File: config.mk
export PLATFORM = sky130hd
export DESIGN_NAME = pwm_frame_scheduler
export DESIGN_NICKNAME = d
export VERILOG_FILES = /design/src/rtl/pwm_frame_scheduler.sv
export SDC_FILE = /design/constraint.sdc
export NUM_CORES = 1
export LEC_CHECK = 0
export ABC_AREA = 1
export BUFFER_PORTS_ARGS = -buffer_cell sky130_fd_sc_hd__buf_2
export CAP_MARGIN = 20
export CORE_MARGIN = 8
export CORE_UTILIZATION = 40
export CTS_BUF_LIST = sky130_fd_sc_hd__clkbuf_2
export CTS_CLUSTER_SIZE = 16
export DETAILED_ROUTE_END_ITERATION = 8
export GPL_ROUTABILITY_DRIVEN = 0
export PLACE_DENSITY = 0.59
export SYNTH_ARGS = -nofsm -noshare
export SYNTH_HDL_FRONTEND = slang
export SYNTH_SLANG_ARGS = --single-unit
File: constraint.sdc
create_clock -name clk -period 2.1 [get_ports clk]
set_clock_uncertainty 0.05 [all_clocks]
set_input_delay 0.21 -clock clk [delete_from_list [all_inputs] [get_ports clk]]
set_output_delay 0.21 -clock clk [all_outputs]
set_load 0.01 [all_outputs]
File: src/rtl/pwm_frame_scheduler.sv
// Frame-aligned RGBW PWM scheduler: prescaled tick, shadowed duty, drain on stop.
// Optional: define PWM_FULL_SCALE_EN for a true 100% output at all-ones duty.
module pwm_frame_scheduler #(
  parameter int CNT_W   = 8,
  parameter int NUM_CH  = 4,
  parameter int PRESC_W = 8
) (
  input  logic                    clk,
  input  logic                    reset,
  input  logic                    enable,
  input  logic [PRESC_W-1:0]      presc_div,
  input  logic                    upd_valid,
  output logic                    upd_ready,
  input  logic [NUM_CH*CNT_W-1:0] upd_duty,
  output logic [NUM_CH-1:0]       pwm_out,
  output logic                    frame_start,
  output logic                    running
);

  typedef enum logic [1:0] {
    IDLE,
    RUN,
    DRAIN
  } state_t;

  localparam logic [CNT_W-1:0] CNT_MAX = '1;

  state_t state, stateNext;

  logic [PRESC_W-1:0]      prescCnt;
  logic [PRESC_W-1:0]      divActive;
  logic [CNT_W-1:0]        pwmCnt;
  logic [NUM_CH*CNT_W-1:0] dutyActive;
  logic [NUM_CH*CNT_W-1:0] dutyPending;
  logic                    pendFull;
  logic                    accept;
  logic                    tick;
  logic                    wrap;
  logic [NUM_CH-1:0]       pwmCmp;

  assign upd_ready = (state == IDLE) || !pendFull;
  assign accept    = upd_valid && upd_ready;
  assign tick      = (state != IDLE) && (prescCnt == divActive);
  assign wrap      = tick && (pwmCnt == CNT_MAX);

  always_comb begin
    pwmCmp = '0;
    for (int i = 0; i < NUM_CH; i++) begin
      pwmCmp[i] = pwmCnt < dutyActive[i*CNT_W +: CNT_W];
`ifdef PWM_FULL_SCALE_EN
      if (dutyActive[i*CNT_W +: CNT_W] == CNT_MAX)
        pwmCmp[i] = 1'b1;
`endif
    end
  end

  always_comb begin
    stateNext = state;
    unique case (state)
      IDLE:    if (enable) stateNext = RUN;
      RUN:     if (!enable) stateNext = DRAIN;
      DRAIN: begin
        if (enable)    stateNext = RUN;
        else if (wrap) stateNext = IDLE;
      end
      default: stateNext = IDLE;
    endcase
  end

  always_ff @(posedge clk) begin
    if (reset) state <= IDLE;
    else       state <= stateNext;
  end

  always_ff @(posedge clk) begin
    if (reset) begin
      prescCnt    <= '0;
      divActive   <= '0;
      pwmCnt      <= '0;
      dutyActive  <= '0;
      dutyPending <= '0;
      pendFull    <= 1'b0;
      pwm_out     <= '0;
      frame_start <= 1'b0;
      running     <= 1'b0;
    end else begin
      frame_start <= 1'b0;
      running     <= (stateNext != IDLE);
      if (state == IDLE) begin
        prescCnt <= '0;
        pwmCnt   <= '0;
        pwm_out  <= '0;
        if (accept) dutyActive <= upd_duty;
        if (enable) begin
          divActive   <= presc_div;
          frame_start <= 1'b1;
        end
      end else if (stateNext == IDLE) begin
        // last wrap of a drain: land any update so IDLE sees it
        prescCnt  <= '0;
        pwmCnt    <= '0;
        pwm_out   <= '0;
        pendFull  <= 1'b0;
        divActive <= presc_div;
        if (accept)        dutyActive <= upd_duty;
        else if (pendFull) dutyActive <= dutyPending;
      end else begin
        pwm_out <= pwmCmp;
        if (tick) begin
          prescCnt <= '0;
          pwmCnt   <= pwmCnt + 1'b1;
        end else begin
          prescCnt <= prescCnt + 1'b1;
        end
        if (wrap) begin
          divActive   <= presc_div;
          frame_start <= 1'b1;
          if (pendFull) begin
            dutyActive <= dutyPending;
            pendFull   <= 1'b0;
          end
        end
        if (accept) begin
          dutyPending <= upd_duty;
          pendFull    <= 1'b1;
        end
      end
    end
  end

endmodule

* After elaboration in Yosys (flattened, before gate mapping)
Cells that the tools add are included.
Widths: inputs -> output; s select.
** Word-level totals
- Bits in registers :: 97
- Output and inout bits :: 7
- Logic and storage cells :: 63
** Cells by class
- Add/sub/neg operators :: 2
- Order comparisons :: 4
- Equality and inequality tests :: 6
- Multiplexer cells :: 22
- Bitwise logic cells :: 2
- Reduce and logical (&&, ||, !) cells :: 17
** Operators with widths (number)
- $mux 32 :: 6
- $lt 8x8->1 :: 4
- $mux 8 :: 4
- $add 8x1->8 const B :: 2
- $eq 8x8->1 :: 1
- $eq 8x8->1 const B :: 1
- $mux 2 :: 4
- $mux 1 :: 7
- $pmux 2 s3 :: 1
- $reduce_and 2->1 :: 3
- $reduce_bool 3->1 :: 2
- $logic_not 2->1 :: 2
- $ne 2x2->1 const B :: 2
- $reduce_bool 2->1 :: 2
- $reduce_or 4->1 :: 1
- $logic_and 1x1->1 :: 3
- $reduce_and 3->1 :: 1
- $reduce_or 3->1 :: 1
- $eq 2x1->1 const B :: 1
- $eq 2x2->1 const B :: 1
- $not 1->1 :: 2
- $logic_not 1->1 :: 1
- $logic_or 1x1->1 :: 1

* Depth between registers and ports, before layout
Gate-level depths: netlist of run 1.
- Depth in word-level cells :: 9
- Depth in mapped cells :: 16
- Depth with buffers taken out :: 15

* Least setup slack after synthesis of run 1
Ideal clock, no wire load.
- Kind :: reg2reg
- From :: register pwmCnt[1]
- To :: register dutyActive[22]
- Setup time :: 0.109 ns
- Arrival :: 1.647 ns
- Slack :: 0.294 ns
- Cell stages (with the launch flop) :: 14
- Buffers on the path :: 1
- Period minus slack after synthesis :: 1.806 ns
- Cell sequence :: dfxtp_1 > ha_1 > nand4_1 > nor2_1 > nand4_1 > nand2_1 > nand2_2 > nand2_8 > nand2_4 > buf_6 > nand2_1 > nand3_1 > nand2_1 > inv_1
** On the way
- Longest elaborated chain between the ends :: 8
- Elaborated cells between the ends (all ways) :: 10
- Classes of those cells :: eq/ne (1); mux (5); reduce/logical (4)
** RTL lines
- start, declared :: RTL line 32 : logic [CNT_W-1:0] pwmCnt;
- start signal, assigned :: RTL line 111 : pwmCnt <= pwmCnt + 1'b1;
- $eq 8x8->1 * :: RTL line 44 : assign wrap = tick && (pwmCnt == CNT_MAX);
- $logic_and 1x1->1 * :: RTL line 44
- $mux 2 :: RTL line 64 : else if (wrap) stateNext = IDLE;
- $mux 2 :: RTL line 63 : if (enable) stateNext = RUN;
- $pmux 2 s3 :: RTL line 59 : unique case (state)
- $logic_not 2->1 :: RTL line 98 : end else if (stateNext == IDLE) begin
- $reduce_bool 3->1 (no line) or $mux 32 (tied branches)
- $reduce_and 2->1 (no line) or $mux 32 (tied branches)
- end signal, assigned :: RTL line 93 : if (accept) dutyActive <= upd_duty;
- end signal, assigned :: RTL line 105 : if (accept) dutyActive <= upd_duty;
- end signal, assigned :: RTL line 106 : else if (pendFull) dutyActive <= dutyPending;
- end, declared :: RTL line 33 : logic [NUM_CH*CNT_W-1:0] dutyActive;
Mark *: on every way between the ends. The rest lies on a longest branch, timed or not.
A chain may end at the register's enable or synchronous reset.

* Final worst setup path of run 1
- From :: register pwmCnt[0]
- To :: register pwm_out[0]
** On the way
- Longest elaborated chain between the ends :: 7
- Elaborated cells between the ends (all ways) :: 8
- Classes of those cells :: order compare (1); eq/ne (1); mux (3); reduce/logical (3)
** RTL lines
- $eq 8x8->1 :: RTL line 44
- $logic_and 1x1->1 :: RTL line 44
- $mux 2 :: RTL line 64
- $mux 2 :: RTL line 63
- $pmux 2 s3 :: RTL line 59
- $logic_not 2->1 :: RTL line 98
- $reduce_or 3->1 (no line)
- end signal, assigned :: RTL line 108 : pwm_out <= pwmCmp;
- end, declared :: RTL line 15 : output logic [NUM_CH-1:0] pwm_out,
Parallel ways exist; a longest one is shown, timed or not.

==> results.cfg, run 1 <==
[setup_path]
required_ns = 2.56
worstReg2RegStart = pwmCnt[0]
cp-end-kind = flop
cp.arrival_ns = 2.39
regToRegEndpoint = pwm_out[0]
worst-r2r-cell-count = 11
worst-r2r-setup-slack_ns = 0.16
type_of_the_setup_path_with_the_least_slack = flop to flop
maximum_fanout_along_the_worst_path = 16
cp-start-kind = flop

[floorplanning]
design.die.area_sq_um = 16800
dieWidth_um = 129
io_pins = 51
core-area_sq_um = 12600
row_count = 41
die_height_um = 129
start_util_pct = 40.8

[route]
ant_nets = 0
vias_after_detailed_routing = 5086
route.detailed.drc = 0
detail_route.first_pass.iterations = 5
wl_per_cell_um = 13.6
detail_route.vias_per_cell = 4.96
first_iter_violations = 239
postRouteWirelength_um = 14000

[clocking]
cts_max_level = 3
clock_root_buffer = sky130_fd_sc_hd__clkbuf_2
max_root_sink_buffers = 2
clk-insertion-delay-late_ns = 0.57
cts.clk_slew.worst_paths_ns = 0.25
cts-buffers-inserted = 9
cts_tree = yes
clock-sinks = 97

[logic_synthesis]
synth.distinct_cells = 32
syn_inst = 748
synth_top_area_cell = sky130_fd_sc_hd__dfxtp_1
synthTopCellsByArea = sky130_fd_sc_hd__dfxtp_1 (38%), sky130_fd_sc_hd__nand2_1 (11%), sky130_fd_sc_hd__ha_1 (7.3%)
synth_area_per_cell_sq_um = 6.88
synth_top_area_share_pct = 37.7
synth-seq-cells = 97
synth.net_count = 822
syn_area_sq_um = 5150
sequential_element_share_of_the_synthesized_area_pct = 37.7
yosys_warnings = 0

[power]
irDropWorstVdd_mv = 0.306
power.density_cell_area_nw_per_um2 = 570
power.static_leakage_nw = 3.01

[worst_hold_path]
hold_class = input pin to flop
hold_path_startpoint = upd_valid
worstHoldPathCells = 4
worst_hold_path.endpoint = pendFull

[global_route]
grt_overflow_total = 0
antenna_found_initial = 0
grt_first_pass_wirelength_um = 23000
grt.total_usage_pct = 17.1
first_global_vias = 5008
grt_start_max_net_pins = 66

[final_layout]
layout_commonest_cell = sky130_fd_sc_hd__nand2_1
antenna-diode-count = 0
layout-drive-gt1-share_pct = 16.2
synthToLayoutAreaGrowth_pct = 24.7
finish.net_count = 923
final_cell_mix = sky130_fd_sc_hd__nand2_1 (141), sky130_fd_sc_hd__dfxtp_1 (88), sky130_fd_sc_hd__inv_1 (87), sky130_fd_sc_hd__nor2_1 (87), sky130_fd_sc_hd__nand3_1 (74)
final_cells = 1026
stdcell_area_sq_um = 6420

[sta]
timing.hold.ws_ns = 0.142
slew_viol_final = 0
fin_ws_ns = 0.164
timing.slew.headroom_pct = 59.5
max_freq_mhz = 517
worst-slew-pin-transition_ns = 0.608
tns_ns = 0
final.period_utilization_pct = 92.2
final-hold-violation-count = 0
finalWorstPathRequiredPeriod_ns = 1.94
finalSetupViolations = 0

[placed_design]
post_dp_cell_area_sq_um = 5670
detailed_place_hpwl_um = 9380
place_worst_setup_slack_ns = -0.0660
dpl.cell_count = 960
port-buffer-count = 50

[flow_run]
max_cap_violations = 0

[run_status]
status = completed
-- state kept, by name (all words and copies together) (netlist names) --
name	count
dutyActive	32
state	2
prescCnt	8
pwm_out	4
pwmCnt	8
frame_start	1
running	1
divActive	8
pendFull	1
dutyPending	32
-- power breakdown --
part / switching (mW) / total (mW) / internal [mW]
Clock: 0.607 / 0.768 / 0.161
Combinational: 0.508 / 0.879 / 0.371
Sequential: 0.0455 / 2.01 / 1.97
Total: 1.16 / 3.66 / 2.50
-- through the flow --
stage	power (mW)	util, %
2_1_floorplan	2.58	-
6_report	3.66	50.9
5_1_grt	3.91	50.9
4_1_cts	3.64	49.1
3_3_place_gp	2.77	44.9
3_5_place_dp	2.80	44.9
-- worst max-delay path, stage by stage (launching register included) --
cell and delay, ns:
sky130_fd_sc_hd__dfxtp_2 0.39, sky130_fd_sc_hd__ha_1 0.21, sky130_fd_sc_hd__nand4_1 0.13, sky130_fd_sc_hd__nor2_2 0.06
sky130_fd_sc_hd__nand4_1 0.10, sky130_fd_sc_hd__nand2_2 0.08, sky130_fd_sc_hd__nand2_4 0.11, sky130_fd_sc_hd__nand2_8 0.10
sky130_fd_sc_hd__buf_12 0.17, sky130_fd_sc_hd__nor2_4 0.16, sky130_fd_sc_hd__inv_4 0.10, sky130_fd_sc_hd__nor3_1 0.20
-- layer usage --
layer	vias up	share of wire (%)	GRT usage (%)
met1	2359	45	19.8
met3	27	3.2	2.55
li1	2611	-	-
met5	-	0	0
met2	89	50	30.0
met4	0	2.5	9.15
-- worst max-delay path by stage --
stage                startpoint              end  slack (ns)  cells after the start
floorplan             pwmCnt[1]   dutyActive[22]        0.29                     13
global placement       state[1]  dutyPending[27]        0.02                     11
detailed placement     state[1]  dutyPending[27]       -0.07                     11
CTS                    state[1]   dutyActive[27]       -0.02                     11
global route        prescCnt[3]    dutyActive[7]      -0.003                     15
finish                pwmCnt[0]       pwm_out[0]        0.16                     11
-- synthesized netlist by cell type --
master and count:
sky130_fd_sc_hd__a21oi_1 61, sky130_fd_sc_hd__nand2_4 1, sky130_fd_sc_hd__nor2_1 89, sky130_fd_sc_hd__o21ai_0 55, sky130_fd_sc_hd__nand2_1 146, sky130_fd_sc_hd__nor3_1 7, sky130_fd_sc_hd__buf_4 4, sky130_fd_sc_hd__nand2_2 2
sky130_fd_sc_hd__o21ai_2 1, sky130_fd_sc_hd__buf_2 12, sky130_fd_sc_hd__nand3_1 75, sky130_fd_sc_hd__clkbuf_1 18, sky130_fd_sc_hd__a31oi_1 1, sky130_fd_sc_hd__o221ai_2 1, sky130_fd_sc_hd__o211ai_1 4, sky130_fd_sc_hd__nand2_8 1
sky130_fd_sc_hd__buf_6 3, sky130_fd_sc_hd__nor2_4 3, sky130_fd_sc_hd__inv_2 5, sky130_fd_sc_hd__nor3b_1 2, sky130_fd_sc_hd__clkbuf_2 1, sky130_fd_sc_hd__a2bb2oi_1 1, sky130_fd_sc_hd__dfxtp_1 97, sky130_fd_sc_hd__nor2_2 2
sky130_fd_sc_hd__o21ai_1 20, sky130_fd_sc_hd__or2_2 3, sky130_fd_sc_hd__ha_1 30, sky130_fd_sc_hd__nand4_2 1, sky130_fd_sc_hd__xor2_1 5, sky130_fd_sc_hd__inv_1 87, sky130_fd_sc_hd__a21boi_0 5, sky130_fd_sc_hd__nand4_1 5
-- timing repair --
action / CTS / global route
hold buffers: 43 / 0
pin swaps: 1 / 3
hold endpoints to repair: 77 / 0
gates cloned: 1 / 2
setup buffers: 0 / 4
resized for setup: 4 / 38
endpoints found under the setup margin: 44 / 80
-- final cells by class --
type	count	area (sq um)
Fill cell	1288	6200
Timing Repair Buffer	127	1060
Multi-Input combinational cell	522	2750
Tap cell	172	215
Clock inverter	4	20.0
Inverter	92	353
Clock buffer	12	60.1
Sequential cell	97	1950
-- cells by family (layout without fill, tap and decap cells) --
group / Yosys count / count (layout) / synth area share, %
compound gates: 149 / 149 / 15.3
fa+ha+maj: 30 / 30 / 7.29
flops: 97 / 97 / 37.7
xor+xnor: 5 / 5 / 0.850
simple gates: 337 / 338 / 28.4
buf+inv: 130 / 235 / 10.5
(Power assumes the default switching activity.)
==> inputs of run 2 (changes only) <==
--- a/config.mk
+++ b/config.mk
@@ -6,15 +6,15 @@
 export NUM_CORES = 1
 export LEC_CHECK = 0
 export ABC_AREA = 1
-export BUFFER_PORTS_ARGS = -buffer_cell sky130_fd_sc_hd__buf_2
 export CAP_MARGIN = 20
 export CORE_MARGIN = 8
 export CORE_UTILIZATION = 40
 export CTS_BUF_LIST = sky130_fd_sc_hd__clkbuf_2
 export CTS_CLUSTER_SIZE = 16
 export DETAILED_ROUTE_END_ITERATION = 8
+export DONT_BUFFER_PORTS = 1
 export GPL_ROUTABILITY_DRIVEN = 0
-export PLACE_DENSITY = 0.59
+export PLACE_DENSITY = 0.55
 export SYNTH_ARGS = -nofsm -noshare
 export SYNTH_HDL_FRONTEND = slang
 export SYNTH_SLANG_ARGS = --single-unit
==> run 2 against run 1 <==
  * Sequential share of layout area up 1.2 points
  * Worst hold slack worse by 0.10 ns
  * Fmax down 1.2%
  * Design area down 3.5%
  * Global-route usage down 0.24 points
  * Routed wire length down 2.3%
  * Die area unchanged
  * Count of clock-buffer cells in the layout down 2
  * Clock power up 34%
==> results.cfg, run 2 (synthesis results as in run 1) <==
[setup_path]
type_of_the_setup_path_with_the_least_slack = flop to flop
crit_path_max_incr_delay_ns = 0.43
required_ns = 2.56
slowest_stage = sky130_fd_sc_hd__dfxtp_2
critical-path-top-cell-by-count = sky130_fd_sc_hd__nand2_1
critical_path.cell_chain = inv_2 > nand2_1 > nand2_1 > nor2_1 > nand2_1 > nor2_4 > buf_4 > nand3_2 > o221ai_4 > o21ai_4 > inv_2 > buf_8 > nand3_1 > nand2_1 > inv_1
cp-start-kind = flop
cp-end-kind = flop
maximum_fanout_along_the_worst_path = 15
cp.arrival_ns = 2.42

[placed_design]
port-buffer-count = 0
place_worst_setup_slack_ns = -0.0147
post_dp_cell_area_sq_um = 5410
detailed_place_hpwl_um = 9240
dpl.cell_count = 910

[final_layout]
final-seq-area_sq_um = 1960
multi_input_area_sq_um = 2740
layout_commonest_cell = sky130_fd_sc_hd__nand2_1
antenna-diode-count = 0
finish.net_count = 875
top_regs = dutyActive x32, dutyPending x32
synthToLayoutAreaGrowth_pct = 20.3
stdcell_area_sq_um = 6190
num-fill-cells = 1300
layout-drive-gt1-share_pct = 10.8
final_cell_mix = sky130_fd_sc_hd__nand2_1 (144), sky130_fd_sc_hd__dfxtp_1 (89), sky130_fd_sc_hd__inv_1 (87), sky130_fd_sc_hd__nor2_1 (87), sky130_fd_sc_hd__nand3_1 (74)
final_cells = 977
utilization_pct = 49.1

[route]
m1WireLength_um = 6150
detail_route.vias_per_cell = 4.97
detail_route.first_pass.iterations = 4
ant_nets = 0
postRouteWirelength_um = 13600
routed-wl-met3_um = 539
vias_after_detailed_routing = 4851
met2RoutedLength_um = 6670
first_iter_violations = 312
wl_per_cell_um = 14.0
route.detailed.drc = 0
maxUsedRoutingLayer = met4

[sta]
finalSetupViolations = 0
timing.hold.ws_ns = 0.0405
final-hold-violation-count = 0
tns_ns = 0
fin_ws_ns = 0.141
slew_viol_final = 0
timing.slew.headroom_pct = 61.1
max_freq_mhz = 510
grt_setup_unrepaired = true
finalWorstPathRequiredPeriod_ns = 1.96
worst-slew-pin-transition_ns = 0.584
final.period_utilization_pct = 93.3

[floorplanning]
row_count = 41
dieWidth_um = 129
die_height_um = 129
start_util_pct = 40.8
design.die.area_sq_um = 16800
io_pins = 51
core-area_sq_um = 12600

[clocking]
clk-insertion-delay-late_ns = 0.61
cts_max_level = 3
cts-buffers-inserted = 9
clock-sinks = 97
max_root_sink_buffers = 2
clock_root_buffer = sky130_fd_sc_hd__clkbuf_2
cts.clk_slew.worst_paths_ns = 0.28
cts_tree = yes

[global_route]
grt.total_usage_pct = 16.9
grt_overflow_total = 0
antenna_found_initial = 0
grt_start_max_net_pins = 66
grt_first_pass_wirelength_um = 22300
first_global_vias = 4564

[power]
power.density_cell_area_nw_per_um2 = 622
power.static_leakage_nw = 2.82
irDropWorstVdd_mv = 0.289
post-layout-total-power_mw = 3.85

[worst_hold_path]
hold_class = input pin to flop

[run_status]
status = completed

[flow_run]
max_cap_violations = 0
[run 2: area by class of cell]
class                      count  share of cell area, %
clock buffer                  10                  0.808
timing repair buffer          79                   13.0
multi-input combinational    522                   44.2
sequential                    97                   31.6
tap                          172                   3.47
inverter                      92                   5.62
clock inverter                 5                   1.31
[run 2: path summary, 6_finish.rpt]
| kind | start | slack (ns) | cells after the start | to |
|---|---|---|---|---|
| min reg2reg | divActive[1] | 0.45 | 2 | divActive[1] |
| max reg2reg | prescCnt[3] | 0.14 | 15 | dutyActive[14] |
| min | upd_valid | 0.04 | 5 | dutyActive[24] |
| max | prescCnt[3] | 0.14 | 15 | dutyActive[14] |
[run 2: critical path, delay by kind of cell (launching register included)]
family | cells | cell delay [ns]
and+or+nand+nor | 8 | 0.66
buffers and inverters | 5 | 0.48
DFF | 1 | 0.43
AOI/OAI and AO/OA | 2 | 0.24
[run 2: layer usage]
metal  vias to the layer above  track usage [%]
li1                       2526                -
met1                      2220             19.9
met2                        79             29.1
met3                        26             3.49
met4                         0             7.24
met5                         -                0
[run 2: where the power goes]
part / internal [mW] / total [mW] / switching (mW)
Clock: 0.392 / 1.03 / 0.637
Combinational: 0.327 / 0.811 / 0.484
Sequential: 1.97 / 2.01 / 0.0494
Total: 2.68 / 3.85 / 1.17
[run 2: repair_timing]
action                                  4_1_cts  5_1_grt
gates cloned                                  1        0
resized for setup                             9       24
hold buffers                                 46        0
endpoints found under the setup margin       72       63
setup buffers                                 0        5
endpoints found under the hold margin        97        0
pin swaps                                     0        2
==> inputs of run 3 (changes only) <==
--- a/config.mk
+++ b/config.mk
@@ -8,13 +8,13 @@
 export ABC_AREA = 1
 export CAP_MARGIN = 20
 export CORE_MARGIN = 8
-export CORE_UTILIZATION = 40
+export CORE_UTILIZATION = 66
 export CTS_BUF_LIST = sky130_fd_sc_hd__clkbuf_2
 export CTS_CLUSTER_SIZE = 16
 export DETAILED_ROUTE_END_ITERATION = 8
 export DONT_BUFFER_PORTS = 1
 export GPL_ROUTABILITY_DRIVEN = 0
-export PLACE_DENSITY = 0.55
+export PLACE_DENSITY = 0.83
 export SYNTH_ARGS = -nofsm -noshare
 export SYNTH_HDL_FRONTEND = slang
 export SYNTH_SLANG_ARGS = --single-unit
==> constraint.sdc (replaced) <==
create_clock -name clk -period 2.2 [get_ports clk]
set_clock_uncertainty 0.05 [all_clocks]
set_input_delay 0.22 -clock clk [delete_from_list [all_inputs] [get_ports clk]]
set_output_delay 0.22 -clock clk [all_outputs]
set_load 0.01 [all_outputs]
==> run 3 against run 2 <==
  * Fmax fell by 6.3%
  * Via count up 4.0%
  * Non-clock buffer count shrank 13
  * Worst hold slack gained 0.030 ns
  * Die area fell by 35%
  * Critical path type unchanged
  * Largest cell class unchanged
==> results.cfg, run 3 (synthesis results as in run 1) <==
[route]
routed-wl-met3_um = 896
first_iter_violations = 411
vias_after_detailed_routing = 5044
wl_per_cell_um = 15.0
m1WireLength_um = 5700
maxUsedRoutingLayer = met4
detail_route.vias_per_cell = 5.64
ant_nets = 0
postRouteWirelength_um = 13400
met2RoutedLength_um = 6590
route.detailed.drc = 0
detail_route.first_pass.iterations = 5

[placed_design]
detailed_place_hpwl_um = 8530
dpl.cell_count = 831
port-buffer-count = 0

[sta]
worst-slew-pin-transition_ns = 0.588
final-hold-violation-count = 0
finalWorstPathRequiredPeriod_ns = 2.09
slew_viol_final = 0
max_freq_mhz = 478
final.period_utilization_pct = 95.1
timing.slew.headroom_pct = 60.8
timing.hold.ws_ns = 0.0707
grt_setup_unrepaired = false
finalSetupViolations = 0

[final_layout]
layout-drive-gt1-share_pct = 8.70
final-seq-area_sq_um = 1950
final_cells = 895
synthToLayoutAreaGrowth_pct = 15.2
layout_commonest_cell = sky130_fd_sc_hd__nand2_1
multi_input_area_sq_um = 2700
num-fill-cells = 556
final_cell_mix = sky130_fd_sc_hd__nand2_1 (142), sky130_fd_sc_hd__dfxtp_1 (90), sky130_fd_sc_hd__nor2_1 (89)
top_regs = dutyActive x32, dutyPending x32
finish.net_count = 862
antenna-diode-count = 0

[power]
power.density_cell_area_nw_per_um2 = 618
irDropWorstVdd_mv = 0.439
power.static_leakage_nw = 2.72

[setup_path]
crit_path_max_incr_delay_ns = 0.55
critical-path-top-cell-by-count = sky130_fd_sc_hd__nor2_1
slowest_stage = sky130_fd_sc_hd__dlygate4sd3_1
cp.arrival_ns = 2.56
required_ns = 2.67
cp-end-kind = flop
maximum_fanout_along_the_worst_path = 5
cp-start-kind = flop
worstSetupStartpoint = state[1]
worst-r2r-setup-slack_ns = 0.11
type_of_the_setup_path_with_the_least_slack = flop to flop
critical_path.cell_chain = nor2_2 > nor2_1 > nand3_1 > nor2_4 > nand4_1 > nand2_1 > nand2_2 > inv_1 > nor2_1 > dlygate4sd3_1
worstReg2RegStart = state[1]

[floorplanning]
core-area_sq_um = 7650
dieWidth_um = 104
io_pins = 51
row_count = 32
design.die.area_sq_um = 10900
die_height_um = 104
start_util_pct = 67.3

[worst_hold_path]
hold_path_startpoint = upd_valid
hold_class = input pin to flop

[global_route]
grt.total_usage_pct = 24.5
antenna_found_initial = 0
first_global_vias = 4895
grt_first_pass_wirelength_um = 22400
grt_start_max_net_pins = 66
grt_overflow_total = 0

[run_status]
status = completed

[clocking]
cts-buffers-inserted = 9
clk-insertion-delay-late_ns = 0.58
cts_max_level = 3
clock-sinks = 97
max_root_sink_buffers = 2
cts.clk_slew.worst_paths_ns = 0.26
cts_tree = yes
clock_root_buffer = sky130_fd_sc_hd__clkbuf_2

[flow_run]
max_cap_violations = 0
run 3: worst max-delay path, delay by kind of cell (launching register included):
kind / cells / cell delay [ns]
AND/OR/NAND/NOR: 8 / 0.87
buffers and inverters: 2 / 0.68
flip-flops: 1 / 0.44
run 3: worst paths after layout:
path | endpoint | depth (start not counted)
worst max-delay path | running | 10
worst min-delay path | dutyActive[28] | 5
worst max register to register | running | 10
worst min register to register | divActive[3] | 2
run 3: repair_timing:
action / CTS / global route
hold buffers: 45 / 0
pin swaps: 1 / 1
endpoints found under the hold margin: 97 / 0
buffers inserted: 0 / 2
gates resized for setup: 0 / 15
cloned: 1 / 0
endpoints found under the setup margin: 15 / 63
run 3: stage by stage:
step	setup TNS (ns)	instance area (sq um)	power, mW	util [%]	worst slack, ns
floorplan	0	5150	2.46	-	0.394
global placement	0	5250	2.56	68.7	0.139
detailed placement	-0.00261	5250	2.59	68.7	-0.00261
CTS	0	5850	3.63	76.5	0.00917
global route	0	5930	3.84	77.6	0.0105
finish	0	5930	3.66	77.6	0.109
run 3: report_power, final:
group,switching [mW],internal [mW],leakage (nW)
clock network,0.611,0.371,0.0732
logic,0.460,0.292,1.85
registers,0.0507,1.88,0.800
total,1.12,2.54,2.72
run 3: final cells by class:
cell class,instances,area share (%)
multi-input combinational,522,45.5
sequential,97,32.9
timing repair buffer,66,11.3
inverter,92,5.82
tap,102,2.15
clock inverter,6,1.39
clock buffer,10,0.844
run 3: per-layer routing:
metal	GRT usage, %	vias to the layer above
met3	5.27	24
met1	28.9	2329
met2	42.6	195
met5	0	-
li1	-	2496
met4	8.58	0
